**src/rtl/mult_div_unit.sv**
```systemverilog
// mult_div_unit
//   Iterative 32-bit multiply/divide unit with architectural HI/LO registers.
//   MULTU/MULT use one radix-2 shift-add step per cycle on a 64-bit product
//   accumulator. DIVU/DIV use one restoring shift-subtract step per cycle.
//   Signed ops run on operand magnitudes, and the sign fixup is applied in
//   FINISH. Fixed latency: 1 accept + 32 steps + 1 finish.
//
//   state  | meaning
//   -------+---------------------------------------------------------------
//   IDLE   | accepts start or MTHI/MTLO writes; start wins over writes
//   RUN    | 32 iteration steps; hi/lo are held
//   FINISH | sign fixup, hi/lo written, done pulses on the following cycle
//
// Ports
//   clk, rst          clock, synchronous active-high reset
//   i_start, i_op     request and opcode (00 MULTU, 01 MULT, 10 DIVU, 11 DIV)
//   i_a, i_b          operands, latched at start
//   i_wr_hi, i_wr_lo  MTHI/MTLO strobes, using i_wdata as the data
//   o_busy, o_done    operation in progress / one-cycle result-valid pulse
//   o_hi, o_lo        HI/LO registers
module mult_div_unit (
  input  logic        clk,
  input  logic        rst,
  input  logic        i_start,
  input  logic [1:0]  i_op,
  input  logic [31:0] i_a,
  input  logic [31:0] i_b,
  input  logic        i_wr_hi,
  input  logic        i_wr_lo,
  input  logic [31:0] i_wdata,
  output logic        o_busy,
  output logic        o_done,
  output logic [31:0] o_hi,
  output logic [31:0] o_lo
);

  typedef enum logic [1:0] {
    S_IDLE   = 2'd0,
    S_RUN    = 2'd1,
    S_FINISH = 2'd2
  } state_t;

  state_t      r_state;
  state_t      w_next;
  logic [4:0]  r_count;
  logic        r_is_div;
  logic        r_neg_res;   // product / quotient gets negated
  logic        r_neg_rem;   // remainder gets negated (dividend was negative)
  logic        r_b_zero;
  logic [31:0] r_a;         // multiplicand, or dividend shifting into quotient
  logic [31:0] r_b;         // multiplier (shifts right), or divisor
  logic [31:0] r_rem;
  logic [63:0] r_acc;
  logic [31:0] r_hi;
  logic [31:0] r_lo;
  logic        r_done;

  logic        w_signed;
  logic [31:0] w_a_mag;
  logic [31:0] w_b_mag;
  logic [32:0] w_sum;
  logic [32:0] w_shift;
  logic        w_ge;
  logic [31:0] w_diff;
  logic [63:0] w_prod;
  logic [31:0] w_quo;
  logic [31:0] w_rem;

  assign w_signed = i_op[0];
  assign w_a_mag  = (w_signed && i_a[31]) ? (32'd0 - i_a) : i_a;
  assign w_b_mag  = (w_signed && i_b[31]) ? (32'd0 - i_b) : i_b;

  // Shift-add step: add the multiplicand into the upper half, and keep the carry as bit 63.
  assign w_sum = {1'b0, r_acc[63:32]} + {1'b0, (r_b[0] ? r_a : 32'd0)};

  // Restoring divide step. When w_ge holds, the true difference is below the divisor.
  // That means it fits in 32 bits, so a 32-bit subtract is exact.
  assign w_shift = {r_rem, r_a[31]};
  assign w_ge    = (w_shift >= {1'b0, r_b});
  assign w_diff  = w_shift[31:0] - r_b;

  assign w_prod = r_neg_res ? (64'd0 - r_acc) : r_acc;
  assign w_quo  = r_b_zero ? 32'hFFFF_FFFF :
                  (r_neg_res ? (32'd0 - r_a) : r_a);
  // With a zero divisor the remainder ends up as |a|.
  // Re-applying the dividend sign therefore gives back the original a.
  assign w_rem  = r_neg_rem ? (32'd0 - r_rem) : r_rem;

  always_ff @(posedge clk) begin
    if (rst) r_state <= S_IDLE;
    else     r_state <= w_next;
  end

  always_comb begin
    w_next = r_state;
    case (r_state)
      S_IDLE:   if (i_start) w_next = S_RUN;
      S_RUN:    if (r_count == 5'd31) w_next = S_FINISH;
      S_FINISH: w_next = S_IDLE;
      default:  w_next = S_IDLE;
    endcase
  end

  always_ff @(posedge clk) begin
    if (rst) begin
      r_count   <= 5'd0;
      r_is_div  <= 1'b0;
      r_neg_res <= 1'b0;
      r_neg_rem <= 1'b0;
      r_b_zero  <= 1'b0;
      r_a       <= 32'd0;
      r_b       <= 32'd0;
      r_rem     <= 32'd0;
      r_acc     <= 64'd0;
      r_hi      <= 32'd0;
      r_lo      <= 32'd0;
      r_done    <= 1'b0;
    end else begin
      r_done <= 1'b0;
      case (r_state)
        S_IDLE: begin
          if (i_start) begin
            r_count   <= 5'd0;
            r_is_div  <= i_op[1];
            r_neg_res <= w_signed & (i_a[31] ^ i_b[31]);
            r_neg_rem <= w_signed & i_a[31];
            r_b_zero  <= i_op[1] & (i_b == 32'd0);
            r_a       <= w_a_mag;
            r_b       <= w_b_mag;
            r_rem     <= 32'd0;
            r_acc     <= 64'd0;
          end else begin
            if (i_wr_hi) r_hi <= i_wdata;
            if (i_wr_lo) r_lo <= i_wdata;
          end
        end
        S_RUN: begin
          r_count <= r_count + 5'd1;
          if (r_is_div) begin
            r_rem <= w_ge ? w_diff : w_shift[31:0];
            r_a   <= {r_a[30:0], w_ge};
          end else begin
            r_acc <= {w_sum, r_acc[31:1]};
            r_b   <= {1'b0, r_b[31:1]};
          end
        end
        S_FINISH: begin
          r_done <= 1'b1;
          if (r_is_div) begin
            r_hi <= w_rem;
            r_lo <= w_quo;
          end else begin
            r_hi <= w_prod[63:32];
            r_lo <= w_prod[31:0];
          end
        end
        default: ;
      endcase
    end
  end

  assign o_busy = (r_state != S_IDLE);
  assign o_done = r_done;
  assign o_hi   = r_hi;
  assign o_lo   = r_lo;

endmodule
```
**config.mk**
```make
export PLATFORM = sky130hd
export DESIGN_NAME = mult_div_unit
export DESIGN_NICKNAME = d
export VERILOG_FILES = /design/src/rtl/mult_div_unit.sv
export SDC_FILE = /design/constraint.sdc
export NUM_CORES = 1
export LEC_CHECK = 0
export ABC_AREA = 1
export ABC_CLOCK_PERIOD_IN_PS = 3900
export CAP_MARGIN = 30
export CELL_PAD_IN_SITES_DETAIL_PLACEMENT = 0
export CELL_PAD_IN_SITES_GLOBAL_PLACEMENT = 1
export CORE_MARGIN = 2
export CORE_UTILIZATION = 35
export CTS_CLUSTER_DIAMETER = 80
export CTS_CLUSTER_SIZE = 14
export DETAILED_ROUTE_END_ITERATION = 6
export DONT_BUFFER_PORTS = 1
export GPL_TIMING_DRIVEN = 0
export HOLD_SLACK_MARGIN = 0.08
export PLACE_DENSITY_LB_ADDON = 0.1
export SLEW_MARGIN = 20
export SYNTH_ARGS = -nofsm -noshare
export SYNTH_HDL_FRONTEND = slang
export SYNTH_SLANG_ARGS = --single-unit
export TNS_END_PERCENT = 30
```
**constraint.sdc**
```tcl
create_clock -name clk -period 3.9 [get_ports clk]
set_clock_uncertainty 0.05 [all_clocks]
set_input_delay 0.39 -clock clk [delete_from_list [all_inputs] [get_ports clk]]
set_output_delay 0.39 -clock clk [all_outputs]
set_load 0.1 [all_outputs]
```
Word-level counts from Yosys, hierarchy flattened. Cells that the tools add are included.

Output and inout port bits: 66. Flip-flop bits (word level): 236. Input port bits: 103.

Equal/unequal tests: 10. Bitwise operators: 4. Reduce and logical (&&, ||, !) cells: 14. Add/subtract/negate cells: 8. Order comparisons: 1. Muxes and demuxes: 34.

Operator list (count): 32-bit two-way mux (19); 32-bit one-hot mux with 2 select lines (5); 64-bit two-way mux (3); 64-bit one-hot mux with 2 select lines (1); 1-bit by 32-bit subtractor with 32-bit output, first input constant (4); 1-bit by 64-bit subtractor with 64-bit output, first input constant (1); 32-bit by 32-bit adder with 33-bit output (1); 33-bit by 32-bit greater-or-equal comparator with 1-bit output (1); 32-bit logical NOT (1); 32-bit subtractor (1); 2-bit != test, second input constant (7); 3-bit AND reduction (4); 5-bit one-hot mux with 2 select lines (1); 2-bit AND reduction (3); 2-bit nonzero test (3); 5-bit by 1-bit adder with 5-bit output, second input constant (1); 5-bit equality test, second input constant (1); 5-bit two-way mux (1); 2-bit two-way mux (2); 2-bit one-hot mux with 2 select lines (1); 1-bit bitwise AND (3); 2-bit by 1-bit equality test with 1-bit output, second input constant (1); 2-bit equality test, second input constant (1); 1-bit logical AND (2); other kinds (3) (3).

Logic depth before layout (Yosys ltp).
Word-level depth: 5. Gate-level depth with buffers: 17. Gate-level depth less buffers: 16.

Worst setup path before layout. Ideal clock, no wire load.

Path kind: register to register. From: register r_b[0]. To: register r_acc[61]. Setup time: 0.132 ns. Period minus slack after synthesis: 2.556 ns. Arrival time: 2.374 ns. Stages on the path, launching flop included: 17. Slack: 1.344 ns. Path through: dfxtp_1 -> clkbuf_1 -> nand2_1 -> inv_1 -> ha_1 -> inv_1 -> fa_1 -> inv_1 -> nand3_1 -> nand2_1 -> a21boi_0 -> o21ai_0 -> nand2_1 -> nand2_1 -> nand2_1 -> nand3_1 -> a21oi_1.

Longest elaborated chain between the ends: 4.

RTL lines: start, declared (line 51) `logic [31:0] r_b;`; start signal, assigned (line 129) `r_b <= w_b_mag;`; start signal, assigned (line 144) `r_b <= {1'b0, r_b[31:1]};`; 32-bit two-way mux (line 74) `assign w_sum = {1'b0, r_acc[63:32]} + {1'b0, (r_b[0] ? r_a : 32'd0)};`; 32-bit by 32-bit adder with 33-bit output (line 74); 64-bit two-way mux (line 139) `if (r_is_div) begin`; 64-bit one-hot mux with 2 select lines (line 120) `case (r_state)`; end signal, assigned (line 143) `r_acc <= {w_sum, r_acc[31:1]};`; end, declared (line 53) `logic [63:0] r_acc;`.

Every way passes these cells. The select of a mux whose other input is x is not followed. A chain may end at the register's enable or synchronous reset.

Worst setup path after layout.
From: register r_b[0]. To: register r_acc[52].

Same word-level chain as after synthesis.

==> out/results.tsv <==
stage	metric	value	unit
status	status	finished, final reports clean	
timing	timing.final.crit_share	94.0	%
layout	design_area	23600	sq um
layout	drive_above_1_share	5.00	%
placement	post-dp-hpwl	87100	um
layout	nNetsFinal	3985	
floorplan	fp.dieW	249	um
yosys	synth_ff_type	dfxtp_1	
floorplan	coreArea	59100	sq um
critical_path	r2r_start	r_b[0]	
yosys	synth_common_cells	nand2_1, nor2_1, a21oi_1	
yosys	synth-edff-count	0	
floorplan	ios	169	
placement	io_buffers	0	
timing	min_period	3.66	ns
yosys	synth.area.top_cells	dfxtp_1, nand2_1, a21oi_1, nor2_1, nand3_1	
run	maxCapViolations	0	
timing	finalMaxSlewViolations	0	
yosys	synthesis.nets	3877	
critical_path	critical_path_class	register to register	
pwr	p_total	7580	uW
yosys	yosysMostFrequentCell	nand2_1	
yosys	yosysWarnings	0	
routing	drtPass1Iterations	6	
critical_path	crit_arrival	4.12	ns
worst_hold_path	hold_start	i_b[11]	
routing	drt-total-wl	106000	um
routing	met2WireLength	46600	um
timing	finalSetupViolCount	0	
grt	grt_pass1_wl	154000	um
clocking	cts_buffers	25	
routing	top_layer	met5	
routing	vias_per_cell	5.45	
routing	drcViolationCount	0	
yosys	synth.top_cell.area_share	22.6	%
clocking	cts.clk_slew.worst_paths	0.07	ns
pwr	power_density	321	nW/um^2
yosys	yosysSeqAreaShare	22.6	%
yosys	async_reset_ff_share	0	%
clocking	cts-root-buf	clkbuf_16	
timing	hold_slack	0.0976	ns
yosys	avgSynthCellArea	5.66	sq um
clocking	cts_tree	done	
grt	grtUsageTotal	32.9	%
routing	avgRoutedWirePerCell	23.0	um
placement	place_area	22100	sq um
floorplan	rows	89	
grt	grt_pass1_vias	23200	
clocking	cts_max_path_buffers	3	
clocking	clkLatencyLatePin	0.58	ns
layout	stdcell_count	4593	
placement	dp_cells	4485	
timing	rsz0062_at_grt	yes	
routing	final_antenna_net_count	0	
critical_path	critPathRequiredTime	4.35	ns
critical_path	crit_start	r_b[0]	
yosys	synth.largest_area_cell	dfxtp_1	
grt	grt_max_degree	15	
layout	area_delta_synth_final	12.8	%
clocking	clock-sinks	236	
placement	gp_congestion	1.04	
critical_path	worstPathMaxFanout	10	
grt	antenna_found_initial	2	
yosys	ys_types	52	
floorplan	die_h	249	um
timing	hold_viol_final	0	
yosys	synth-seq-cells	236	
routing	drtIter0Drc	2494	
routing	wl_met3	7240	um
critical_path	critPathLaunchType	register	
pwr	p_leak	0.0116	uW
yosys	syn-cell-area	20900	sq um
pwr	irDropWorstVdd	317	uV
floorplan	die_area	61800	sq um
yosys	syn_inst	3700	
timing	worst_slew_pin_slew	1.06	ns
clocking	htree_levels	1	
timing	fmax	0.273	GHz
routing	vias	25000	
critical_path	cp-end-kind	register	
floorplan	start_util	35.4	%
worst_hold_path	min_path_type	input pin to register	
routing	wl_met1	46400	um
grt	grt-ovfl-total	0	
timing	tns	0	ns
timing	slew_headroom	29.2	%
## registers in the layout, summed over array words and instances (netlist names), 2 cells and up
register,flops
r_b,32
r_acc,64
r_a,32
r_count,5
r_state,2
r_rem,32
o_hi,32
o_lo,32
## layout by cell type (no fill, tap or decap), drive strengths merged
master	n
or2	15
buf	83
ha	72
fa	2
xor2	25
a221oi	3
nor3	35
o21bai	11
clkinvlp	1
o311ai	2
diode	1
dfxtp	236
and2	5
and3	2
o21ai	264
a211oi	2
o31ai	4
o221ai	13
nor2	458
xnor2	24
inv	404
a31oi	9
nand2	1117
clkinv	7
nand3	322
o21a	9
nand4	49
bufinv	2
a21o	6
clkbuf	102
dlygate4sd3	68
a21boi	5
o211ai	18
nand3b	19
a21oi	421
nor4	4
## stage by stage
step           setup slack (ns)  utilization (%)
6_report                  0.235             40.0
5_1_grt                 -0.0348             40.0
4_1_cts                  0.0586             39.9
3_5_place_dp             0.0442             37.4
3_3_place_gp             0.0305             37.0
2_1_floorplan              1.34                -
## where the power goes
group	switching (uW)	leakage [uW]	total [uW]	internal (uW)
logic	1490	0.00924	2110	618
registers	451	0.00192	2980	2530
clock network	1140	0.000390	2500	1350
## logic make-up after synthesis
logic type                 synth area share [%]
adders and majority gates                  4.49
DFF                                        22.6
AOI/OAI and AO/OA                          19.7
and+or+nand+nor                            40.8
xor gates and xnor gates                   2.05
buffers and inverters                      10.4
## per-layer routing
metal,track usage [%],vias to the layer above
met4,14.6,4
li1,-,12300
met3,5.45,208
met2,52.4,983
met1,43.7,11600
met5,0,-
## final cells by class
cell class | count | area [sq um]
sequential | 236 | 4720
fill | 6784 | 35500
clock buffer | 28 | 657
inverter | 404 | 1520
antenna | 1 | 2.50
tap | 773 | 967
multi-input combinational | 2916 | 14000
clock inverter | 10 | 151
buffer | 144 | 652
timing repair buffer | 81 | 911
## timing repair
action / in CTS / in global routing
hold buffers: 68 / 0
hold endpoints to repair: 98 / 0
resized for setup: 0 / 3
setup endpoints to repair: 0 / 5
buffers inserted: 0 / 0
## critical path, cell delays in order (launching register included)
cell and delay [ns]:
dfxtp_1 0.57, clkbuf_1 0.41, nand2_1 0.21, inv_1 0.16, ha_1 0.39, a21oi_1 0.38, nand2_1 0.23, a21oi_1 0.33
o21ai_0 0.30, nand2_1 0.18, nand2_1 0.06, nand2_1 0.06, nand3_1 0.12, a21oi_1 0.15
## final timing paths
| kind | to | slack, ns | cells after the start |
|---|---|---|---|
| setup / recovery | r_acc[52] | 0.24 | 13 |
| hold / removal | r_b[11] | 0.1 | 4 |
| hold reg to reg | r_b[25] | 0.42 | 2 |
| setup reg to reg | r_acc[52] | 0.24 | 13 |
No activity file was read; power rests on OpenSTA's default activity.
